[config.mk]
export PLATFORM = sky130hd
export DESIGN_NAME = ysyx_23060201_isram
export DESIGN_NICKNAME = d
export VERILOG_FILES = /design/src/rtl/ysyx_23060201_isram_pkg.sv /design/src/rtl/ysyx_23060201_lfsr8.sv /design/src/rtl/ysyx_23060201_isram.sv
export SDC_FILE = /design/constraint.sdc
export NUM_CORES = 1
export LEC_CHECK = 0
export CORE_UTILIZATION = 40
export CTS_CLUSTER_DIAMETER = 30
export DETAILED_ROUTE_END_ITERATION = 6
export GPL_ROUTABILITY_DRIVEN = 0
export GPL_TIMING_DRIVEN = 0
export PLACE_DENSITY = 0.63
export SETUP_SLACK_MARGIN = 0.2
export SYNTH_ARGS = -nofsm -noshare
export SYNTH_HDL_FRONTEND = slang
export SYNTH_SLANG_ARGS = --single-unit
export TNS_END_PERCENT = 5
[constraint.sdc]
create_clock -name clk -period 8.65 [get_ports clk]
set_clock_uncertainty 0.05 [all_clocks]
set_input_delay 0.865 -clock clk [delete_from_list [all_inputs] [get_ports clk]]
set_output_delay 0.865 -clock clk [all_outputs]
set_load 0.005 [all_outputs]
[src/rtl/ysyx_23060201_isram_pkg.sv]
// rtl/ysyx_23060201_isram_pkg.sv - shared constants, FSM encoding and memory image for the instruction SRAM
package ysyx_23060201_isram_pkg;

    localparam logic [31:0] MBASE       = 32'h8000_0000;
    localparam logic [31:0] MSIZE       = 32'h0800_0000;
    localparam logic [1:0]  RESP_OKAY   = 2'b00;
    localparam logic [1:0]  RESP_SLVERR = 2'b10;
    localparam logic [7:0]  LFSR_SEED   = 8'h5A;

    typedef enum logic [1:0] {
        ST_IDLE = 2'b00,
        ST_WAIT = 2'b01,
        ST_RESP = 2'b10
    } state_t;

    // Physical memory image: word 0 holds 0x00000413, every other word is a
    // fixed hash of its word index. Byte lanes follow mask[3:0]; any upper
    // mask bit marks an illegal request and reads as zero.
    function automatic logic [31:0] pmem_read(input logic [31:0] addr, input logic [7:0] mask);
        logic [31:0] word_idx;
        logic [31:0] word;
        logic [31:0] lane_mask;
        word_idx  = (addr - MBASE) >> 2;
        word      = 32'h0000_0413 ^ (word_idx * 32'h9E37_79B9);
        lane_mask = {{8{mask[3]}}, {8{mask[2]}}, {8{mask[1]}}, {8{mask[0]}}};
        return (|mask[7:4]) ? 32'h0 : (word & lane_mask);
    endfunction

endpackage

[src/rtl/ysyx_23060201_lfsr8.sv]
// rtl/ysyx_23060201_lfsr8.sv - free-running 8-bit Fibonacci LFSR, x^8+x^6+x^5+x^4+1
module ysyx_23060201_lfsr8
    import ysyx_23060201_isram_pkg::*;
(
    input  logic       clk,
    input  logic       rst,
    output logic [7:0] q
);

    logic feedback;

    // Maximal-length taps: from a non-zero seed the all-zero state is unreachable.
    assign feedback = q[7] ^ q[5] ^ q[4] ^ q[3];

    always_ff @(posedge clk) begin
        if (rst) begin
            q <= LFSR_SEED;
        end else begin
            q <= {q[6:0], feedback};
        end
    end

endmodule

[src/rtl/ysyx_23060201_isram.sv]
// rtl/ysyx_23060201_isram.sv - read-only instruction memory slave with fixed or random wait states
module ysyx_23060201_isram
    import ysyx_23060201_isram_pkg::*;
#(
    parameter int MEM_ADDR_WIDTH = 32,
    parameter int DATA_WIDTH     = 32,
    parameter int LATENCY        = 1,
    parameter int RAND_DLY       = 0,
    parameter int DLY_BITS       = 3
) (
    input  logic                      clk,
    input  logic                      rst,
    input  logic [MEM_ADDR_WIDTH-1:0] araddr,
    input  logic                      arvalid,
    output logic                      arready,
    output logic [DATA_WIDTH-1:0]     rdata,
    output logic [1:0]                rresp,
    output logic                      rvalid,
    input  logic                      rready
);

    localparam logic [MEM_ADDR_WIDTH:0] RANGE_LO = (MEM_ADDR_WIDTH+1)'(MBASE);
    localparam logic [MEM_ADDR_WIDTH:0] RANGE_HI = (MEM_ADDR_WIDTH+1)'(MBASE) + (MEM_ADDR_WIDTH+1)'(MSIZE);

    state_t                    state;
    logic [3:0]                cnt;
    logic [MEM_ADDR_WIDTH-1:0] addr_q;
    logic [7:0]                lfsr_q;
    logic [3:0]                dly;
    logic                      addr_ok;
    logic                      lfsr_unused;

    ysyx_23060201_lfsr8 u_lfsr (
        .clk (clk),
        .rst (rst),
        .q   (lfsr_q)
    );

    assign lfsr_unused = ^lfsr_q;
    assign dly = (RAND_DLY != 0) ? 4'(lfsr_q[DLY_BITS-1:0]) : 4'(LATENCY);

    // One extra bit keeps MBASE+MSIZE from wrapping at the top of the address space.
    assign addr_ok = (addr_q[1:0] == 2'b00)
                  && ({1'b0, addr_q} >= RANGE_LO)
                  && ({1'b0, addr_q} <  RANGE_HI);

    assign arready = (state == ST_IDLE) & ~rst;
    assign rvalid  = (state == ST_RESP);

    always_ff @(posedge clk) begin
        if (rst) begin
            state  <= ST_IDLE;
            cnt    <= '0;
            addr_q <= '0;
            rdata  <= '0;
            rresp  <= RESP_OKAY;
        end else begin
            case (state)
                ST_IDLE: begin
                    if (arvalid) begin
                        addr_q <= araddr;
                        cnt    <= dly;
                        state  <= ST_WAIT;
                    end
                end
                ST_WAIT: begin
                    if (cnt == 4'd0) begin
                        if (addr_ok) begin
                            rdata <= DATA_WIDTH'(pmem_read(32'(addr_q), 8'b0000_1111));
                            rresp <= RESP_OKAY;
                        end else begin
                            rdata <= '0;
                            rresp <= RESP_SLVERR;
                        end
                        state <= ST_RESP;
                    end else begin
                        cnt <= cnt - 4'd1;
                    end
                end
                ST_RESP: begin
                    if (rready) begin
                        state <= ST_IDLE;
                    end
                end
                default: state <= ST_IDLE;
            endcase
        end
    end

endmodule

==> results of run 1 <==
[cells by family (layout without fill, tap and decap cells)]
family / count (synthesis) / after routing / share of synthesized area, %
fa+ha+maj: 388 / 388 / 57.3
buf+inv: 325 / 411 / 11.0
simple gates: 179 / 179 / 7.11
compound gates: 131 / 131 / 7.72
flops: 71 / 71 / 12.7
xor+xnor: 52 / 52 / 4.08
other cells: 1 / 3 / 0.0336
mux: 1 / 1 / 0.0897
[state kept, by name, summed over array words and instances (netlist names)]
register / count
addr_q: 32
rdata: 32
cnt: 4
state: 2
rresp: 1
[placed cells by master, fill, tap and decap left out, types with 9 or more instances in the layout]
master             n
nand2_1           78
fa_1             205
a21oi_1           54
clkbuf_16          9
ha_1             183
nand3_1           10
xnor2_1           44
o21ai_0            9
nor2_1            51
dfxtp_1           71
clkdlybuf4s50_1   70
a21o_1             9
a22oi_1           21
inv_1            305
clkbuf_1          19
[stage by stage]
| step | instances | utilization [%] | area, sq um | worst slack [ps] | hold WS (ps) |
|---|---|---|---|---|---|
| global route | 1606 | 46.6 | 12700 | 1020 | 432 |
| floorplan | 1148 | - | 11200 | 2150 | 386 |
| detailed placement | 1590 | 45.4 | 12300 | 1460 | 399 |
| finish | 1608 | 46.7 | 12700 | 1360 | 411 |
| CTS | 1606 | 46.6 | 12700 | 1370 | 411 |
| global placement | 1590 | 45.4 | 12300 | 1510 | 397 |
[per-layer routing]
| layer | vias to the layer above | routed length, microns | global-route usage [%] |
|---|---|---|---|
| met5 | - | 0 | 0 |
| met4 | 0 | 550 | 5.60 |
| li1 | 3704 | - | - |
| met1 | 3751 | 12900 | 29.0 |
| met2 | 155 | 12600 | 33.1 |
| met3 | 28 | 1270 | 3.76 |
[cells in the mapped netlist (3+ instances only)]
| master | instances |
|---|---|
| nand2b_1 | 3 |
| xnor2_1 | 44 |
| inv_1 | 305 |
| a21oi_1 | 54 |
| nor2_1 | 51 |
| a22oi_1 | 21 |
| o211ai_1 | 3 |
| xor2_1 | 8 |
| o21bai_1 | 6 |
| fa_1 | 205 |
| dfxtp_1 | 71 |
| and2_1 | 3 |
| nor3_1 | 8 |
| nand2_1 | 78 |
| a32oi_1 | 3 |
| o21ai_0 | 9 |
| a211oi_1 | 3 |
| ha_1 | 183 |
| clkbuf_1 | 18 |
| or2_2 | 4 |
| a21o_1 | 9 |
| nand4_1 | 5 |
| nand3_1 | 10 |
[final timing paths]
check / from / endpoint / slack, ps / depth (start not counted)
max: addr_q[5]$_SDFFE_PP0P_ / rdata[27]$_SDFFE_PP0P_ / 1360 / 21
min: addr_q[0]$_SDFFE_PP0P_ / addr_q[0]$_SDFFE_PP0P_ / 410 / 2
max reg2reg: addr_q[5]$_SDFFE_PP0P_ / rdata[27]$_SDFFE_PP0P_ / 1360 / 21
min reg2reg: addr_q[0]$_SDFFE_PP0P_ / addr_q[0]$_SDFFE_PP0P_ / 410 / 2
[worst max-delay path: stages, from the launching register on]
cell      delay, ps
dfxtp_1         620
fa_1            560
fa_1            530
xor2_1          180
ha_1            210
a21o_1          170
fa_1            480
fa_1            520
fa_1            570
fa_1            540
inv_1            60
fa_1            500
inv_1            40
ha_1            330
a21oi_1         220
o211ai_1        110
a22oi_1         280
a21oi_1         140
o31ai_1         330
a211oi_1        140
or3_1           330
a32o_1          240
[layout make-up]
cell class                 instances  area [sq um]
antenna                            2          5.00
buffer                            20          78.8
clock buffer                      10           229
clock inverter                     6           115
fill                            2645         14500
inverter                         305          1140
multi-input combinational        752          8520
sequential                        71          1420
tap                              372           465
timing repair buffer              70           701
==> metrics.cfg, run 1 <==
[status]
status = complete, no violations

[floorplan]
io_pins = 72
die_y_microns = 169
die_w_microns = 169
rows = 60
dieArea_sq_um = 28600
core_area_sq_um = 27200
initial_utilization_pct = 41.1

[timing]
hold_violations = 0
tns_ps = 0
fmaxAchievable_ghz = 0.137
relSlewSlack_pct = 38.7
setup_viol = 0
worst_slew_pin_slew_ps = 919
period_minus_slack_ps = 7290
rsz0062_at_grt = no
period_share_pct = 84.3
slew_violations = 0

[clock_tree]
clockBufferDepth = 2
insertion_delay_ps = 350
cts_buffers = 9
clock_sinks = 71
cts_root_buffer = clkbuf_16
h-tree-depth = 3
hold_buffers = 0
cts_tree = done
cts.clk_slew.worst_paths_ps = 70
post_cts_buffers = 0
cts_resized = 0

[setup_path]
crit_type = flip-flop to flip-flop
start_kind = flip-flop
cp.arrival_ps = 7490
critPathCaptureType = flip-flop
cp.required_ps = 8840
crit_fanout = 9

[synth]
synth-async-reset-ratio_pct = 0
synth_cells = 1148
synth_edf_count = 0
yosysSeqAreaShare_pct = 12.7
synth-seq-cells = 71
synth_ff_type = dfxtp_1
synth_top_area_share_pct = 36.8
synth.distinct_cells = 57
synth_area_leaders = fa_1, ha_1, dfxtp_1
syn_area_per_cell_sq_um = 9.72
syn_nets = 1572
ys_warn_count = 0
netlist_area_sq_um = 11200
synth_largest_area_cell = fa_1

[grt]
grt_pass1_vias = 8118
overflow = 0
grt_pass1_wl_mm = 44.7
grtUsageTotal_pct = 20.8
grt_max_degree = 14
antenna_found_initial = 0

[route]
drt_iter0_markers = 355
drc_errors = 0
viasPerCell = 4.75
drtAntennaViolNets = 0
wire_per_inst_microns = 17.0
dr.pass1.iters = 4
vias = 7638
wl_mm = 27.3

[final_layout]
finalNetCount = 1653
drive_above_1_share_pct = 2.35
area_delta_synth_final_pct = 13.6

[job]
drv_cap = 0

[place]
io_buffers = 70
dp_hpwl_mm = 23.6

[hold_path]
worst_hold_path_type = flip-flop to flip-flop

Power of run 1 is left out: the tool's default activity adds up to more than one toggle a clock period on the data nets, which glitch-free logic cannot reach.
==> run 2, diff against run 1 <==
==> constraint.sdc (replaced) <==
create_clock -name clk -period 7.3 [get_ports clk]
set_clock_uncertainty 0.05 [all_clocks]
set_input_delay 0.73 -clock clk [delete_from_list [all_inputs] [get_ports clk]]
set_output_delay 0.73 -clock clk [all_outputs]
set_load 0.005 [all_outputs]
==> run 2 against run 1 <==
  * Register-to-register slack got worse by 890 ps
  * Setup slack lost 890 ps
  * Via count stayed put
  * Core utilization is 0.22 points higher
  * First-iteration DRC count fell by 1.4%
  * Final cell count unchanged
  * Maximum frequency up 6.8%
  * Final area rose by 0.46%
  * Sequential cell count stayed put
  * Die area did not move
==> metrics.cfg, run 2 (synthesis results as in run 1) <==
[status]
status = complete, no violations  ; unchanged

[grt]
grtUsageTotal_pct = 20.8  ; unchanged
grt_max_degree = 14  ; unchanged
grt_pass1_wl_mm = 44.7  ; unchanged
antenna_found_initial = 0  ; unchanged
grt_pass1_vias = 8118  ; unchanged
overflow = 0  ; unchanged

[setup_path]
cp.arrival_ps = 7020  ; was 7490 ps
r2r_cells = 22  ; was 21
crit_fanout = 7  ; was 9
start_kind = flip-flop  ; unchanged
cp.required_ps = 7490  ; was 8840 ps
reg2reg_from = addr_q[7]$_SDFFE_PP0P_  ; was addr_q[5]$_SDFFE_PP0P_
r2r-end = rdata[27]$_SDFFE_PP0P_  ; unchanged
critPathCaptureType = flip-flop  ; unchanged
reg2reg_slack_ps = 470  ; was 1360 ps
crit_type = flip-flop to flip-flop  ; unchanged

[final_layout]
top_regs = addr_q x32, rdata x32, cnt x4  ; unchanged
final_cell_mix = inv_1, fa_1, ha_1, nand2_1, clkdlybuf4s50_1  ; was inv_1, fa_1, ha_1, nand2_1, dfxtp_1
final_common_cell = inv_1  ; unchanged
area_delta_synth_final_pct = 14.1  ; was 13.6%
finalNetCount = 1653  ; unchanged
drive_above_1_share_pct = 3.97  ; was 2.35%

[timing]
relSlewSlack_pct = 39.0  ; was 38.7%
period_share_pct = 93.5  ; was 84.3%
tns_ps = 0  ; unchanged
fmaxAchievable_ghz = 0.146  ; was 0.137 GHz
hold_violations = 0  ; unchanged
worst_slew_pin_slew_ps = 915  ; was 919 ps
setup_viol = 0  ; unchanged
slew_violations = 0  ; unchanged
period_minus_slack_ps = 6830  ; was 7290 ps
rsz0062_at_grt = yes  ; was no

[job]
drv_cap = 0  ; unchanged

[place]
io_buffers = 70  ; unchanged
dp_hpwl_mm = 23.6  ; unchanged

[floorplan]
die_w_microns = 169  ; unchanged
rows = 60  ; unchanged
dieArea_sq_um = 28600  ; unchanged
die_y_microns = 169  ; unchanged
initial_utilization_pct = 41.1  ; unchanged
core_area_sq_um = 27200  ; unchanged
io_pins = 72  ; unchanged

[route]
drc_errors = 0  ; unchanged
dr.pass1.iters = 5  ; was 4
wl_mm = 27.3  ; about the same
viasPerCell = 4.75  ; unchanged
drtAntennaViolNets = 0  ; unchanged
drt_iter0_markers = 350  ; was 355
wire_per_inst_microns = 17.0  ; about the same
vias = 7638  ; unchanged

[clock_tree]
insertion_delay_ps = 350  ; about the same
h-tree-depth = 3  ; unchanged
cts_root_buffer = clkbuf_16  ; unchanged
clockBufferDepth = 2  ; unchanged
post_cts_buffers = 0  ; unchanged
clock_sinks = 71  ; unchanged
cts_tree = done  ; unchanged
cts_buffers = 9  ; unchanged
cts.clk_slew.worst_paths_ps = 70  ; about the same

[hold_path]
hold-path-cell-count = 2  ; unchanged
worst_hold_path_type = flip-flop to flip-flop  ; unchanged
min-delay-start = addr_q[0]$_SDFFE_PP0P_  ; unchanged
hold_end = addr_q[0]$_SDFFE_PP0P_  ; unchanged

==> run 2: area by class of cell <==
type | count | area [sq um]
inverter | 305 | 1140
tap | 372 | 465
buffer | 20 | 78.8
antenna | 2 | 5.00
multi-input combinational | 752 | 8560
clock inverter | 6 | 115
timing repair buffer | 70 | 701
fill | 2637 | 14400
sequential | 71 | 1440
clock buffer | 10 | 229
==> run 2: how the worst max path moves through the flow <==
| stage | cells after the start | end | slack [ps] | from |
|---|---|---|---|---|
| 6_report | 22 | rdata[27]$_SDFFE_PP0P_ | 470 | addr_q[7]$_SDFFE_PP0P_ |
| 5_1_grt | 23 | rdata[27]$_SDFFE_PP0P_ | 200 | addr_q[11]$_SDFFE_PP0P_ |
| 4_1_cts | 21 | rdata[29]$_SDFFE_PP0P_ | 220 | addr_q[5]$_SDFFE_PP0P_ |
| 3_5_place_dp | 21 | rdata[27]$_SDFFE_PP0P_ | 110 | addr_q[5]$_SDFFE_PP0P_ |
| 3_3_place_gp | 21 | rdata[27]$_SDFFE_PP0P_ | 160 | addr_q[5]$_SDFFE_PP0P_ |
| 2_1_floorplan | 22 | rdata[27]$_SDFFE_PP0P_ | 800 | addr_q[5]$_SDFFE_PP0P_ |
==> run 2: metal layers <==
| layer | track usage [%] | part of all wire [%] |
|---|---|---|
| met1 | 29.0 | 47 |
| met2 | 33.1 | 46 |
| met3 | 3.76 | 4.9 |
| met4 | 5.60 | 2.0 |
| met5 | 0 | 0 |
==> run 2: through the flow <==
step / cell area [sq um] / setup slack [ps] / utilization [%] / cells / hold slack (ps)
6_report: 12700 / 471 / 46.9 / 1608 / 410
5_1_grt: 12700 / 204 / 46.9 / 1606 / 432
4_1_cts: 12700 / 219 / 46.7 / 1606 / 411
3_5_place_dp: 12300 / 115 / 45.4 / 1590 / 399
3_3_place_gp: 12300 / 162 / 45.4 / 1590 / 397
2_1_floorplan: 11200 / 804 / - / 1148 / 386
==> run 2: what timing repair did <==
action / CTS / global route
setup endpoints to repair: 3 / 5
pin swaps: 0 / 1
resized for setup: 7 / 16
hold buffers: 0 / 0
==> run 2: critical path, cell delays in order, from the launching register on <==
cell and delay (ps):
dfxtp_2 450, fa_2 530, fa_1 580, xor2_1 200, ha_1 280, fa_1 510
fa_1 510, inv_1 60, fa_1 540, inv_1 50, fa_1 480, inv_1 50
fa_1 510, inv_1 40, ha_1 340, a21oi_1 150, o211ai_1 100, a22oi_2 220
a21oi_2 100, o31ai_2 270, a211oi_1 120, or3_1 320, a32o_1 240
Power of run 2 is left out for the same reason.
==> run 3, diff against run 2 <==
--- a/config.mk
+++ b/config.mk
@@ -5,12 +5,14 @@
 export SDC_FILE = /design/constraint.sdc
 export NUM_CORES = 1
 export LEC_CHECK = 0
-export CORE_UTILIZATION = 40
+export CELL_PAD_IN_SITES_DETAIL_PLACEMENT = 0
+export CELL_PAD_IN_SITES_GLOBAL_PLACEMENT = 1
+export CORE_UTILIZATION = 33
 export CTS_CLUSTER_DIAMETER = 30
 export DETAILED_ROUTE_END_ITERATION = 6
 export GPL_ROUTABILITY_DRIVEN = 0
 export GPL_TIMING_DRIVEN = 0
-export PLACE_DENSITY = 0.63
+export PLACE_DENSITY = 0.65
 export SETUP_SLACK_MARGIN = 0.2
 export SYNTH_ARGS = -nofsm -noshare
 export SYNTH_HDL_FRONTEND = slang
==> run 3 against run 2 <==
  * Core utilization is 8.0 points lower
  * Critical path type unchanged
  * Final area is 0.44% higher
  * Die area is 21% higher
  * Global-route usage is 2.0 points lower
  * Register-to-register slack worse by 99 ps
  * Sequential share of layout area hardly changed
  * Critical endpoint is now rdata[31]$_SDFFE_PP0P_
  * Count of clock-buffer cells in the layout stayed put
  * Final cell count is 4.3% higher
  * Critical path depth is 1 lower
==> metrics.cfg, run 3 (synthesis results as in run 1) <==
[floorplan]
initial_utilization_pct = 33.9  ; was 41.1%
core_area_sq_um = 32900  ; was 27200 sq um
io_pins = 72  ; unchanged
rows = 66  ; was 60
die_y_microns = 186  ; was 169 microns
dieArea_sq_um = 34600  ; was 28600 sq um
die_w_microns = 186  ; was 169 microns

[final_layout]
finalNetCount = 1656  ; was 1653
final_common_cell = inv_1  ; unchanged
drive_above_1_share_pct = 4.05  ; was 3.97%
area_delta_synth_final_pct = 14.6  ; was 14.1%
diodes = 0  ; was 2
final_cell_mix = inv_1, fa_1, ha_1, nand2_1, clkdlybuf4s50_1  ; unchanged
top_regs = addr_q x32, rdata x32, cnt x4  ; unchanged

[place]
dp_hpwl_mm = 25.5  ; was 23.6 mm
io_buffers = 70  ; unchanged

[route]
drtAntennaViolNets = 0  ; unchanged
dr.pass1.iters = 5  ; unchanged
viasPerCell = 4.54  ; was 4.75
drt_iter0_markers = 313  ; was 350
vias = 7607  ; was 7638
wire_per_inst_microns = 17.3  ; was 17.0 microns
wl_mm = 29.1  ; was 27.3 mm
drc_errors = 0  ; unchanged

[timing]
hold_violations = 0  ; unchanged
worst_slew_pin_slew_ps = 953  ; was 915 ps
rsz0062_at_grt = yes  ; unchanged
slew_violations = 0  ; unchanged
tns_ps = 0  ; unchanged
relSlewSlack_pct = 36.5  ; was 39.0%
fmaxAchievable_ghz = 0.144  ; was 0.146 GHz
setup_viol = 0  ; unchanged
period_share_pct = 94.9  ; was 93.5%
period_minus_slack_ps = 6930  ; was 6830 ps

[setup_path]
cp.required_ps = 7530  ; was 7490 ps
cp.depth = 21  ; was 22
critPathCaptureType = flip-flop  ; unchanged
crit_start = addr_q[5]$_SDFFE_PP0P_  ; was addr_q[7]$_SDFFE_PP0P_
crit_top_cell = fa_1  ; unchanged
crit_type = flip-flop to flip-flop  ; unchanged
cp-endpoint = rdata[31]$_SDFFE_PP0P_  ; was rdata[27]$_SDFFE_PP0P_
worst-path-buf-inv = 2  ; was 4
slowest_delay_ps = 630  ; was 580 ps
slowest_stage = fa_2  ; was fa_1
reg2reg_from = addr_q[5]$_SDFFE_PP0P_  ; was addr_q[7]$_SDFFE_PP0P_
critical_path.top_delay_family = adder cells  ; unchanged
cp.arrival_ps = 7160  ; was 7020 ps
r2r_cells = 21  ; was 22
crit_fanout = 9  ; was 7
path_cells = fa_2, fa_1, xor2_1, ha_1, a21o_1, fa_1, fa_1, fa_1, fa_1, inv_1, fa_1, inv_1, ha_1, nand4_1, nor2_2, nand4b_1, a21oi_2, nor2_2, a311oi_2, a21boi_0, o211ai_1  ; was fa_2, fa_1, xor2_1, ha_1, fa_1, fa_1, inv_1, fa_1, inv_1, fa_1, inv_1, fa_1, inv_1, ha_1, a21oi_1, o211ai_1, a22oi_2, a21oi_2, o31ai_2, a211oi_1, or3_1, a32o_1
start_kind = flip-flop  ; unchanged
r2r-end = rdata[31]$_SDFFE_PP0P_  ; was rdata[27]$_SDFFE_PP0P_
reg2reg_slack_ps = 370  ; was 470 ps

[grt]
met3_usage_pct = 2.92  ; was 3.76%
grt_max_degree = 12  ; was 14
grt_pass1_vias = 8282  ; was 8118
grtUsageMet1_pct = 27.5  ; was 29.0%
grt_pass1_wl_mm = 48.0  ; was 44.7 mm
grt.met2_usage_pct = 29.1  ; was 33.1%
grtUsageTotal_pct = 18.8  ; was 20.8%
busiest_layer = met2  ; unchanged
overflow = 0  ; unchanged
antenna_found_initial = 1  ; was 0

[clock_tree]
cts_tree = done  ; unchanged
cts_buffers = 9  ; unchanged
insertion_delay_ps = 360  ; was 350 ps
clock_sinks = 71  ; unchanged
cts.clk_slew.worst_paths_ps = 70  ; about the same
h-tree-depth = 3  ; unchanged
clockBufferDepth = 2  ; unchanged
cts_root_buffer = clkbuf_16  ; unchanged

[status]
status = complete, no violations  ; unchanged

[hold_path]
worst_hold_path_type = flip-flop to flip-flop  ; unchanged

[job]
drv_cap = 0  ; unchanged

==> run 3: changes by cell type in the layout (fill, tap and decap cells not counted), sizes merged <==
cell,delta
buf,+3
bufinv,-2
clkinv,+2
diode,-2
inv,-2
==> run 3: cell type report <==
class                      count  area [sq um]
clock buffer                  10           239
sequential                    71          1440
tap                          442           553
timing repair buffer          73           723
inverter                     305          1140
buffer                        20          78.8
fill                        3282         20200
multi-input combinational    752          8570
clock inverter                 4          47.5
==> run 3: repair_timing <==
action | in CTS | in global routing
resized for setup | 4 | 18
hold buffers | 0 | 0
setup buffers | 0 | 3
pin swaps | 0 | 4
endpoints found under the setup margin | 3 | 10
==> run 3: metal layers <==
layer | routed length [microns] | vias up
met3 | 1270 | 22
met4 | 348 | 0
met1 | 14200 | 3750
met2 | 13200 | 132
li1 | - | 3703
met5 | 0 | -
==> run 3: worst min path at each step <==
stage | endpoint | depth (start not counted) | start | slack, ps
after global routing | addr_q[0]$_SDFFE_PP0P_ | 2 | addr_q[0]$_SDFFE_PP0P_ | 440
after detailed placement | rdata[18]$_SDFFE_PP0P_ | 2 | rdata[18]$_SDFFE_PP0P_ | 400
after CTS | addr_q[1]$_SDFFE_PP0P_ | 2 | addr_q[1]$_SDFFE_PP0P_ | 410
final | addr_q[1]$_SDFFE_PP0P_ | 2 | addr_q[1]$_SDFFE_PP0P_ | 410
after floorplan | addr_q[0]$_SDFFE_PP0P_ | 2 | addr_q[0]$_SDFFE_PP0P_ | 390
after global placement | addr_q[1]$_SDFFE_PP0P_ | 2 | addr_q[1]$_SDFFE_PP0P_ | 400
==> run 3: worst reg2reg max path: stages (launching register included) <==
cell      delay (ps)
dfxtp_4          400
fa_2             640
fa_1             490
xor2_1           180
ha_1             200
a21o_1           170
fa_1             590
fa_1             460
fa_1             530
fa_1             500
inv_1             60
fa_1             500
inv_1             40
ha_1             360
nand4_1          170
nor2_2           180
nand4b_1         230
a21oi_2          250
nor2_2            90
a311oi_2         410
a21boi_0         160
o211ai_1         180
==> run 3: stage by stage <==
stage	hold slack (ps)	utilization, %	setup WS, ps	instance area (sq um)	instances
after floorplan	386	-	804	11200	1148
after global placement	397	37.7	73.8	12400	1660
after detailed placement	402	37.7	88.9	12400	1660
after CTS	410	38.6	138	12700	1674
after global routing	441	38.8	179	12800	1677
final	408	38.8	372	12800	1677
Power of run 3 is left out for the same reason.
